**config.mk**
```make
export PLATFORM = sky130hd
export DESIGN_NAME = line_raster_stepper
export DESIGN_NICKNAME = d
export VERILOG_FILES = /design/src/rtl/line_pkg.sv /design/src/rtl/bresenham_err_step.sv /design/src/rtl/line_raster_stepper.sv
export SDC_FILE = /design/constraint.sdc
export NUM_CORES = 1
export LEC_CHECK = 0
export ABC_CLOCK_PERIOD_IN_PS = 5950
export CAP_MARGIN = 5
export CORE_MARGIN = 4
export CORE_UTILIZATION = 25
export CTS_BUF_LIST = sky130_fd_sc_hd__clkbuf_4
export DETAILED_ROUTE_END_ITERATION = 7
export PLACE_DENSITY = 0.56
export SLEW_MARGIN = 20
export SYNTH_ARGS = -nofsm -noshare
export SYNTH_HDL_FRONTEND = slang
export SYNTH_SLANG_ARGS = --single-unit
export TNS_END_PERCENT = 10
```
**constraint.sdc**
```tcl
create_clock -name clk -period 5.95 [get_ports clk]
set_input_delay 0.8925 -clock clk [delete_from_list [all_inputs] [get_ports clk]]
set_output_delay 0.8925 -clock clk [all_outputs]
set_load 0.005 [all_outputs]
```
**src/rtl/line_pkg.sv**
```systemverilog
// Shared widths, y-step encodings and FSM state type for the line raster path.
package line_pkg;

  localparam int unsigned LINE_W = 13;

  localparam logic [LINE_W-1:0] YSTEP_POS = 13'h0001;
  localparam logic [LINE_W-1:0] YSTEP_NEG = 13'h1FFF;

  typedef enum logic {
    ST_IDLE,
    ST_RUN
  } state_e;

endpackage

```
**src/rtl/bresenham_err_step.sv**
```systemverilog
// One Bresenham error update: decide whether y advances and produce the next error term.
module bresenham_err_step
  import line_pkg::*;
#(
  parameter int unsigned WIDTH = LINE_W
) (
  input  logic signed [WIDTH:0]   err,
  input  logic        [WIDTH-1:0] dx,
  input  logic        [WIDTH-1:0] dy,
  input  logic        [WIDTH-1:0] y_cur,
  input  logic        [WIDTH-1:0] ystep,
  output logic signed [WIDTH:0]   err_next,
  output logic        [WIDTH-1:0] y_next
);

  logic signed [WIDTH:0] err_sub;

  always_comb begin
    err_sub  = err - $signed({1'b0, dy});
    err_next = err_sub;
    y_next   = y_cur;
    // Negative error means the ideal line crossed the half-pixel: step y and re-bias.
    if (err_sub[WIDTH]) begin
      y_next   = y_cur + ystep;
      err_next = err_sub + $signed({1'b0, dx});
    end
  end

endmodule

```
**src/rtl/line_raster_stepper.sv**
```systemverilog
// Sequential Bresenham iterator: takes one precomputed line and emits one screen-space
// pixel per accepted handshake, undoing the steep axis swap at the output.
module line_raster_stepper
  import line_pkg::*;
#(
  parameter int unsigned WIDTH = LINE_W
) (
  input  logic             clk,
  input  logic             rst_n,
  input  logic             in_valid,
  output logic             in_ready,
  input  logic [WIDTH-1:0] in_x0,
  input  logic [WIDTH-1:0] in_x1,
  input  logic [WIDTH-1:0] in_deltax,
  input  logic [WIDTH-1:0] in_deltay,
  input  logic [WIDTH-1:0] in_y0,
  input  logic [WIDTH-1:0] in_ystep,
  input  logic             in_steep,
  output logic             out_valid,
  input  logic             out_ready,
  output logic [WIDTH-1:0] out_x,
  output logic [WIDTH-1:0] out_y,
  output logic             out_last,
  output logic             busy
);

  state_e                state_q, state_d;
  logic [WIDTH-1:0]      x_cur_q, x_cur_d;
  logic [WIDTH-1:0]      y_cur_q, y_cur_d;
  logic [WIDTH-1:0]      x_end_q, x_end_d;
  logic [WIDTH-1:0]      dx_q, dx_d;
  logic [WIDTH-1:0]      dy_q, dy_d;
  logic [WIDTH-1:0]      ystep_q, ystep_d;
  logic                  steep_q, steep_d;
  logic signed [WIDTH:0] err_q, err_d;

  logic signed [WIDTH:0] err_next;
  logic [WIDTH-1:0]      y_next;
  logic                  at_end;

  bresenham_err_step #(
    .WIDTH (WIDTH)
  ) u_err_step (
    .err      (err_q),
    .dx       (dx_q),
    .dy       (dy_q),
    .y_cur    (y_cur_q),
    .ystep    (ystep_q),
    .err_next (err_next),
    .y_next   (y_next)
  );

  assign at_end = (x_cur_q == x_end_q);

  always_comb begin
    state_d = state_q;
    x_cur_d = x_cur_q;
    y_cur_d = y_cur_q;
    x_end_d = x_end_q;
    dx_d    = dx_q;
    dy_d    = dy_q;
    ystep_d = ystep_q;
    steep_d = steep_q;
    err_d   = err_q;

    unique case (state_q)
      ST_IDLE: begin
        if (in_valid) begin
          state_d = ST_RUN;
          x_cur_d = in_x0;
          y_cur_d = in_y0;
          x_end_d = in_x1;
          dx_d    = in_deltax;
          dy_d    = in_deltay;
          ystep_d = in_ystep;
          steep_d = in_steep;
          // deltax is non-negative, so the half is a plain right shift with zero fill.
          err_d   = $signed({2'b00, in_deltax[WIDTH-1:1]});
        end
      end
      ST_RUN: begin
        if (out_ready) begin
          if (at_end) begin
            state_d = ST_IDLE;
          end else begin
            x_cur_d = x_cur_q + WIDTH'(1);
            y_cur_d = y_next;
            err_d   = err_next;
          end
        end
      end
      default: state_d = ST_IDLE;
    endcase
  end

  always_ff @(posedge clk) begin
    if (!rst_n) begin
      state_q <= ST_IDLE;
      x_cur_q <= '0;
      y_cur_q <= '0;
      x_end_q <= '0;
      dx_q    <= '0;
      dy_q    <= '0;
      ystep_q <= '0;
      steep_q <= 1'b0;
      err_q   <= '0;
    end else begin
      state_q <= state_d;
      x_cur_q <= x_cur_d;
      y_cur_q <= y_cur_d;
      x_end_q <= x_end_d;
      dx_q    <= dx_d;
      dy_q    <= dy_d;
      ystep_q <= ystep_d;
      steep_q <= steep_d;
      err_q   <= err_d;
    end
  end

  always_comb begin
    out_valid = (state_q == ST_RUN);
    busy      = (state_q == ST_RUN);
    in_ready  = (state_q == ST_IDLE);
    out_last  = out_valid && at_end;
    out_x     = steep_q ? y_cur_q : x_cur_q;
    out_y     = steep_q ? x_cur_q : y_cur_q;
  end

endmodule

```
### Word level (Yosys, flattened, before mapping)

Index checks and enable logic that the tools add are counted.

| word-level totals | value |
|---|---|
| memory bits (read-only) | 0 |
| bits in latches | 0 |
| memory bits (writable) | 0 |
| memories kept | 0 |
| register bits | 94 |
| output and inout bits | 30 |
| bits of input ports | 83 |
| word-level logic and storage cells | 43 |

| operators by class | value |
|---|---|
| $mul | 0 |
| bitwise gates (word level) | 1 |
| shift-type cells | 0 |
| muxes and demuxes | 20 |
| equal/unequal tests | 5 |
| $lt $le $gt $ge | 0 |
| reductions and logical operators | 4 |
| divide/modulo/power cells | 0 |
| $add $sub $neg | 4 |

Operators with widths:

| operator | number |
|---|---|
| $mux 13 | 9 |
| $mux 14 | 4 |
| $pmux 13 s2 | 2 |
| $pmux 14 s2 | 1 |
| $add 14x14->14 | 1 |
| $sub 14x14->14 | 1 |
| $add 13x1->13 const B | 1 |
| $add 13x13->13 | 1 |
| $eq 13x13->1 | 1 |
| $ne 2x2->1 const B | 3 |
| $reduce_and 4->1 | 1 |
| $mux 1 | 3 |
| $reduce_and 3->1 | 1 |
| $ne 2x1->1 const B | 1 |
| $pmux 1 s2 | 1 |
| $reduce_and 2->1 | 1 |
| $logic_and 1x1->1 | 1 |
| $not 1->1 | 1 |

### Logic depth before layout (Yosys ltp)

| depth | value |
|---|---|
| word-level depth | 6 |
| mapped depth | 17 |
| mapped depth without buffers | 17 |

### Hierarchy

From an unflattened synthesis, not the netlist that was laid out.

| second synthesis, totals | value |
|---|---|
| cell total of the unflattened synthesis | 792 |
| area, all modules | 6,642.6 µm² |

Modules (own cells, without submodules):

| module | instances | cells an instance | seq. area each (µm²) | area each (µm²) |
|---|---|---|---|---|
| line_raster_stepper | 1 | 533 | 1,881.8 | 4,520.6 |
| bresenham_err_step | 1 | 259 | 0.0 | 2,122.0 |

### Worst setup path before layout

No wires, ideal clock.

| timing | value |
|---|---|
| path type | register to register |
| start | register err_q[0] |
| end | register err_q[10] |
| required time | 5.833 ns |
| stages on the path, launching flop included | 17 |
| library setup time | 0.117 ns |
| arrival time | 3.159 ns |
| path slack | 2.674 ns |
| buffers on the path | 0 |
| period minus slack after synthesis | 3.276 ns |
| cells stage by stage | dfxtp_1 -> inv_1 -> ha_1 -> fa_1 -> nor2b_1 -> o21a_1 -> nor2_1 -> xnor2_1 -> ha_1 -> o21ai_0 -> o21bai_1 -> a2111oi_2 -> o41ai_1 -> xnor2_1 -> nor2_1 -> a211o_1 -> a32o_1 |

| on the way | value |
|---|---|
| cells in the longest elaborated chain, start to end | 6 |

RTL lines:

| item | RTL line | text |
|---|---|---|
| start, declared | line_raster_stepper.sv:35 | `logic signed [WIDTH:0] err_q, err_d;` |
| start signal, assigned | line_raster_stepper.sv:116 | `err_q <= err_d;` |
| $sub 14x14->14 (*) | bresenham_err_step.sv:19 | `err_sub = err - $signed({1'b0, dy});` |
| $add 14x14->14 | bresenham_err_step.sv:25 | `err_next = err_sub + $signed({1'b0, dx});` |
| $mux 14 (*) | bresenham_err_step.sv:23 | `if (err_sub[WIDTH]) begin` |
| $mux 14 (*) | line_raster_stepper.sv:83 | `if (at_end) begin` |
| $mux 14 (*) | line_raster_stepper.sv:82 | `if (out_ready) begin` |
| $pmux 14 s2 (*) | line_raster_stepper.sv:66 | `unique case (state_q)` |

Every way passes the cells marked *; elsewhere a longest branch is shown, timed or not. The select of a mux whose other input is x is not followed.
A chain may end at the register's enable or synchronous reset.

### Final worst setup path

| timing | value |
|---|---|
| start | register x_cur_q[12] |
| end | output port out_last |

| on the way | value |
|---|---|
| cells in the longest elaborated chain, start to end | 2 |

RTL lines:

| item | RTL line | text |
|---|---|---|
| start, declared | line_raster_stepper.sv:28 | `logic [WIDTH-1:0] x_cur_q, x_cur_d;` |
| start signal, assigned | line_raster_stepper.sv:109 | `x_cur_q <= x_cur_d;` |
| $eq 13x13->1 | line_raster_stepper.sv:53 | `assign at_end = (x_cur_q == x_end_q);` |
| $logic_and 1x1->1 | line_raster_stepper.sv:124 | `out_last = out_valid && at_end;` |
| end, declared | line_raster_stepper.sv:23 | `output logic out_last,` |

No other way between the ends.

==> impl_metrics.xml <==
<?xml version="1.0" encoding="UTF-8"?>
<metrics>
  <group name="die">
    <metric name="pin_count" unit="">113</metric>
    <metric name="die_width" unit="µm">165</metric>
    <metric name="rows" unit="">57</metric>
    <metric name="design.core.area" unit="mm²">0.0242</metric>
    <metric name="fp.dieH" unit="µm">165</metric>
    <metric name="die_area" unit="mm²">0.0272</metric>
    <metric name="floorplan.initialDensity" unit="">0.254</metric>
  </group>
  <group name="setup_path">
    <metric name="critPathTopFamily" unit="">simple AND/OR/NAND/NOR gates</metric>
    <metric name="r2r-start" unit="">err_q[0]</metric>
    <metric name="slowest_stage" unit="">sky130_fd_sc_hd__clkdlybuf4s50_1</metric>
    <metric name="worst-r2r-setup-slack" unit="ns">2.14</metric>
    <metric name="path_class" unit="">reg2out</metric>
    <metric name="cp-end-kind" unit="">output port</metric>
    <metric name="critPathLaunchType" unit="">register</metric>
    <metric name="critical_path_required" unit="ns">5.06</metric>
    <metric name="cp_slowest_stage_delay" unit="ns">0.51</metric>
    <metric name="worstPathCellList" unit="">xor2_1 -&gt; nor4_1 -&gt; nand4_1 -&gt; nor4_2 -&gt; and2_1 -&gt; clkdlybuf4s50_1</metric>
    <metric name="reg2regPathDepth" unit="">15</metric>
    <metric name="path_max_fanout" unit="">5</metric>
    <metric name="crit_arrival" unit="ns">2.92</metric>
    <metric name="worstReg2RegEnd" unit="">err_q[10]</metric>
    <metric name="timing.critical_path.buf_inv" unit="">1</metric>
  </group>
  <group name="clocking">
    <metric name="cts-hold-fix-buffers" unit="">0</metric>
    <metric name="cts_buffer_count" unit="">9</metric>
    <metric name="clock_latency" unit="ns">0.51</metric>
    <metric name="cts_root_buffer" unit="">sky130_fd_sc_hd__clkbuf_4</metric>
    <metric name="htreeDepth" unit="">3</metric>
    <metric name="tritoncts" unit="">built</metric>
    <metric name="post-cts-setup-buffer-count" unit="">0</metric>
    <metric name="cts_sinks" unit="">94</metric>
    <metric name="post_cts_resize_count" unit="">0</metric>
    <metric name="clkTransAtPathRegs" unit="ns">0.18</metric>
    <metric name="cts_max_path_buffers" unit="">2</metric>
  </group>
  <group name="logic_synthesis">
    <metric name="synth_mux_area_frac" unit="">0.0567</metric>
    <metric name="synth_adder_area_share" unit="">0.0911</metric>
    <metric name="synth_top_area_frac" unit="">0.306</metric>
    <metric name="simple_gate_area_share_of_the_yosys_netlist" unit="">0.185</metric>
    <metric name="synth_top_family_by_area" unit="">compound AO/OA/AOI/OAI gates</metric>
    <metric name="synthesis.area" unit="mm²">0.00615</metric>
    <metric name="synth_compound_area_frac" unit="">0.249</metric>
    <metric name="synthesis.nets" unit="">906</metric>
    <metric name="synthXorXnorAreaFrac" unit="">0.0622</metric>
    <metric name="dominant_cell_by_count_in_the_synthesized_netlist" unit="">sky130_fd_sc_hd__nand2_1</metric>
    <metric name="synth_edf_count" unit="">0</metric>
    <metric name="syn_area_cell" unit="µm²">7.89</metric>
    <metric name="yosys_register_bits" unit="">94</metric>
    <metric name="synthCells" unit="">780</metric>
    <metric name="synth-main-ff-cell" unit="">sky130_fd_sc_hd__dfxtp_1</metric>
    <metric name="synth_warnings" unit="">0</metric>
    <metric name="yosys.area.top_type" unit="">sky130_fd_sc_hd__dfxtp_1</metric>
    <metric name="synth_sequential_area_ratio" unit="">0.306</metric>
    <metric name="synth_area_leaders" unit="">sky130_fd_sc_hd__dfxtp_1 (31%), sky130_fd_sc_hd__nand2_1 (9.5%), sky130_fd_sc_hd__ha_1 (8.1%)</metric>
    <metric name="synth_top_cells_by_count" unit="">sky130_fd_sc_hd__nand2_1 (155), sky130_fd_sc_hd__dfxtp_1 (94), sky130_fd_sc_hd__a21oi_1 (90)</metric>
    <metric name="ys_async_sr_fraction" unit="">0</metric>
    <metric name="yosys.cell_types.count" unit="">67</metric>
  </group>
  <group name="placement">
    <metric name="numPortBuffers" unit="">112</metric>
    <metric name="place_congestion" unit="">0.812</metric>
    <metric name="detailed_place_hpwl" unit="mm">13.9</metric>
    <metric name="place.detailed.instances" unit="">1177</metric>
    <metric name="placedInstanceArea" unit="mm²">0.00754</metric>
  </group>
  <group name="detailed_routing">
    <metric name="detail-route-antenna-nets" unit="">0</metric>
    <metric name="detail_route.first_pass.iterations" unit="">4</metric>
    <metric name="violation_count_after_the_first_detailed_route_iteration" unit="">278</metric>
    <metric name="drt-vias-per-instance" unit="">4.73</metric>
    <metric name="route.detailed.drc" unit="">0</metric>
    <metric name="routed_wirelength" unit="mm">18.6</metric>
    <metric name="route.detailed.wl_per_inst" unit="µm">15.6</metric>
    <metric name="dr_total_vias" unit="">5639</metric>
  </group>
  <group name="outcome">
    <metric name="result_of_the_run" unit="">complete, no violations</metric>
  </group>
  <group name="global_routing">
    <metric name="maximum_number_of_pins_on_one_net_before_global_route_repair" unit="">64</metric>
    <metric name="track_usage" unit="">0.141</metric>
    <metric name="antenna_found_initial" unit="">3</metric>
    <metric name="grt_pass1_wl" unit="mm">29.7</metric>
    <metric name="first_global_vias" unit="">5610</metric>
    <metric name="total_congestion_overflow_after_global_routing" unit="">0</metric>
  </group>
  <group name="run">
    <metric name="drv_cap" unit="">0</metric>
  </group>
  <group name="sta">
    <metric name="slew_viols_final" unit="">0</metric>
    <metric name="setup_repair_after_global_routing_missed_its_margin" unit="">no</metric>
    <metric name="slew_headroom" unit="">0.409</metric>
    <metric name="finalSetupViolCount" unit="">0</metric>
    <metric name="maximum_frequency_from_static_timing_analysis" unit="MHz">262</metric>
    <metric name="final_period_minus_worst_setup_slack" unit="ns">3.81</metric>
    <metric name="setup-tns-final" unit="ns">0</metric>
    <metric name="whs" unit="ns">0.469</metric>
    <metric name="timing_hold_violations_final" unit="">0</metric>
    <metric name="clock-skew-final" unit="ns">0.0312</metric>
    <metric name="least_margin_pin_slew" unit="ns">0.883</metric>
    <metric name="timing.final.crit_share" unit="">0.641</metric>
  </group>
  <group name="cells_and_area">
    <metric name="finish.cell_count_without_fillers" unit="">1193</metric>
    <metric name="finalNetCount" unit="">990</metric>
    <metric name="antennaDiodeCount" unit="">0</metric>
    <metric name="syn_to_final_growth" unit="%">25.0</metric>
    <metric name="final_layout_size_suffix_gt1_frac" unit="">0.0817</metric>
    <metric name="final_area" unit="mm²">0.00769</metric>
  </group>
  <group name="power">
    <metric name="vdd_drop_max" unit="mV">0.0943</metric>
    <metric name="leakagePower" unit="nW">3.00</metric>
    <metric name="power.density_cell_area" unit="mW/mm²">278</metric>
    <metric name="final_total_power" unit="mW">2.14</metric>
  </group>
  <group name="hold_path">
    <metric name="hold_end" unit="">dy_q[11]</metric>
    <metric name="hold_start" unit="">dy_q[11]</metric>
    <metric name="hold-path-cell-count" unit="">2</metric>
    <metric name="worstHoldPathType" unit="">reg2reg</metric>
  </group>
</metrics>
==> where the power goes <==
part | internal [mW] | total (mW) | switching, mW
combinational | 0.458 | 1.01 | 0.547
sequential | 0.688 | 0.743 | 0.0552
clock | 0.134 | 0.389 | 0.255
==> final cells by class <==
type                       instances  area (µm²)
multi-input combinational        612        3970
sequential                        94        1880
clock inverter                     7        81.3
tap                              324         405
timing repair buffer             120        1180
fill                            2629       16600
clock buffer                       9        67.6
inverter                          27         103
==> worst max-delay path by stage <==
stage | startpoint | depth (start not counted) | slack, ns | to
detailed placement | in_valid | 7 | 2.22 | y_cur_q[12]
global placement | in_valid | 7 | 2.22 | y_cur_q[12]
global route | err_q[0] | 15 | 1.83 | err_q[10]
finish | x_cur_q[12] | 6 | 2.14 | out_last
floorplan | err_q[0] | 16 | 2.67 | err_q[10]
CTS | x_cur_q[11] | 6 | 2.07 | out_last
==> cell families (layout without fill, tap and decap cells) <==
kind of cell,Yosys count,after routing
XOR/XNOR,42,42
multiplexers,32,32
buffers and inverters,74,163
adder cells (fa/ha/maj),43,43
AO/OA/AOI/OAI,231,231
flip-flops,94,94
AND/OR/NAND/NOR,264,264
==> layer usage <==
layer  vias to the layer above  GRT usage  share of wire
li1                       2917          -              -
met1                      2573      0.187           0.46
met2                       130      0.223           0.46
met3                        13     0.0524          0.076
met4                         6     0.0193         0.0055
met5                         -          0         0.0016
==> registers in the layout, summed over array words and instances (netlist names) <==
name and count:
y_cur_q 13, dy_q 13, busy 1, steep_q 1, x_cur_q 13, err_q 14
x_end_q 13, ystep_q 13, dx_q 13
==> cell usage in the layout (no fill, tap or decap), types with 6 or more instances in the layout <==
cell type	n
sky130_fd_sc_hd__buf_4	8
sky130_fd_sc_hd__a21o_1	11
sky130_fd_sc_hd__a21oi_1	90
sky130_fd_sc_hd__mux2i_1	9
sky130_fd_sc_hd__and3_1	7
sky130_fd_sc_hd__o21ai_1	7
sky130_fd_sc_hd__xnor2_1	27
sky130_fd_sc_hd__ha_1	40
sky130_fd_sc_hd__a31o_1	9
sky130_fd_sc_hd__nor2_1	50
sky130_fd_sc_hd__nor3_1	9
sky130_fd_sc_hd__o21ai_0	36
sky130_fd_sc_hd__a31oi_1	6
sky130_fd_sc_hd__a311oi_1	9
sky130_fd_sc_hd__clkbuf_4	9
sky130_fd_sc_hd__xor2_1	13
sky130_fd_sc_hd__nand2_1	154
sky130_fd_sc_hd__nand4_1	9
sky130_fd_sc_hd__clkdlybuf4s50_1	112
sky130_fd_sc_hd__nand3_1	13
sky130_fd_sc_hd__mux2_2	23
sky130_fd_sc_hd__a211oi_1	11
sky130_fd_sc_hd__dfxtp_1	93
sky130_fd_sc_hd__inv_1	26
==> through the flow <==
step	utilization	setup slack [ns]
floorplan	-	2.67
global placement	0.311	2.22
detailed placement	0.311	2.22
CTS	0.317	2.07
global route	0.317	1.83
finish	0.317	2.14
==> worst min-delay path, cell delays in order, from the launching register on <==
cell and delay, ns:
sky130_fd_sc_hd__dfxtp_1 0.34, sky130_fd_sc_hd__nand2_1 0.05, sky130_fd_sc_hd__a21oi_1 0.05
No activity file was read; power rests on OpenSTA's default activity.
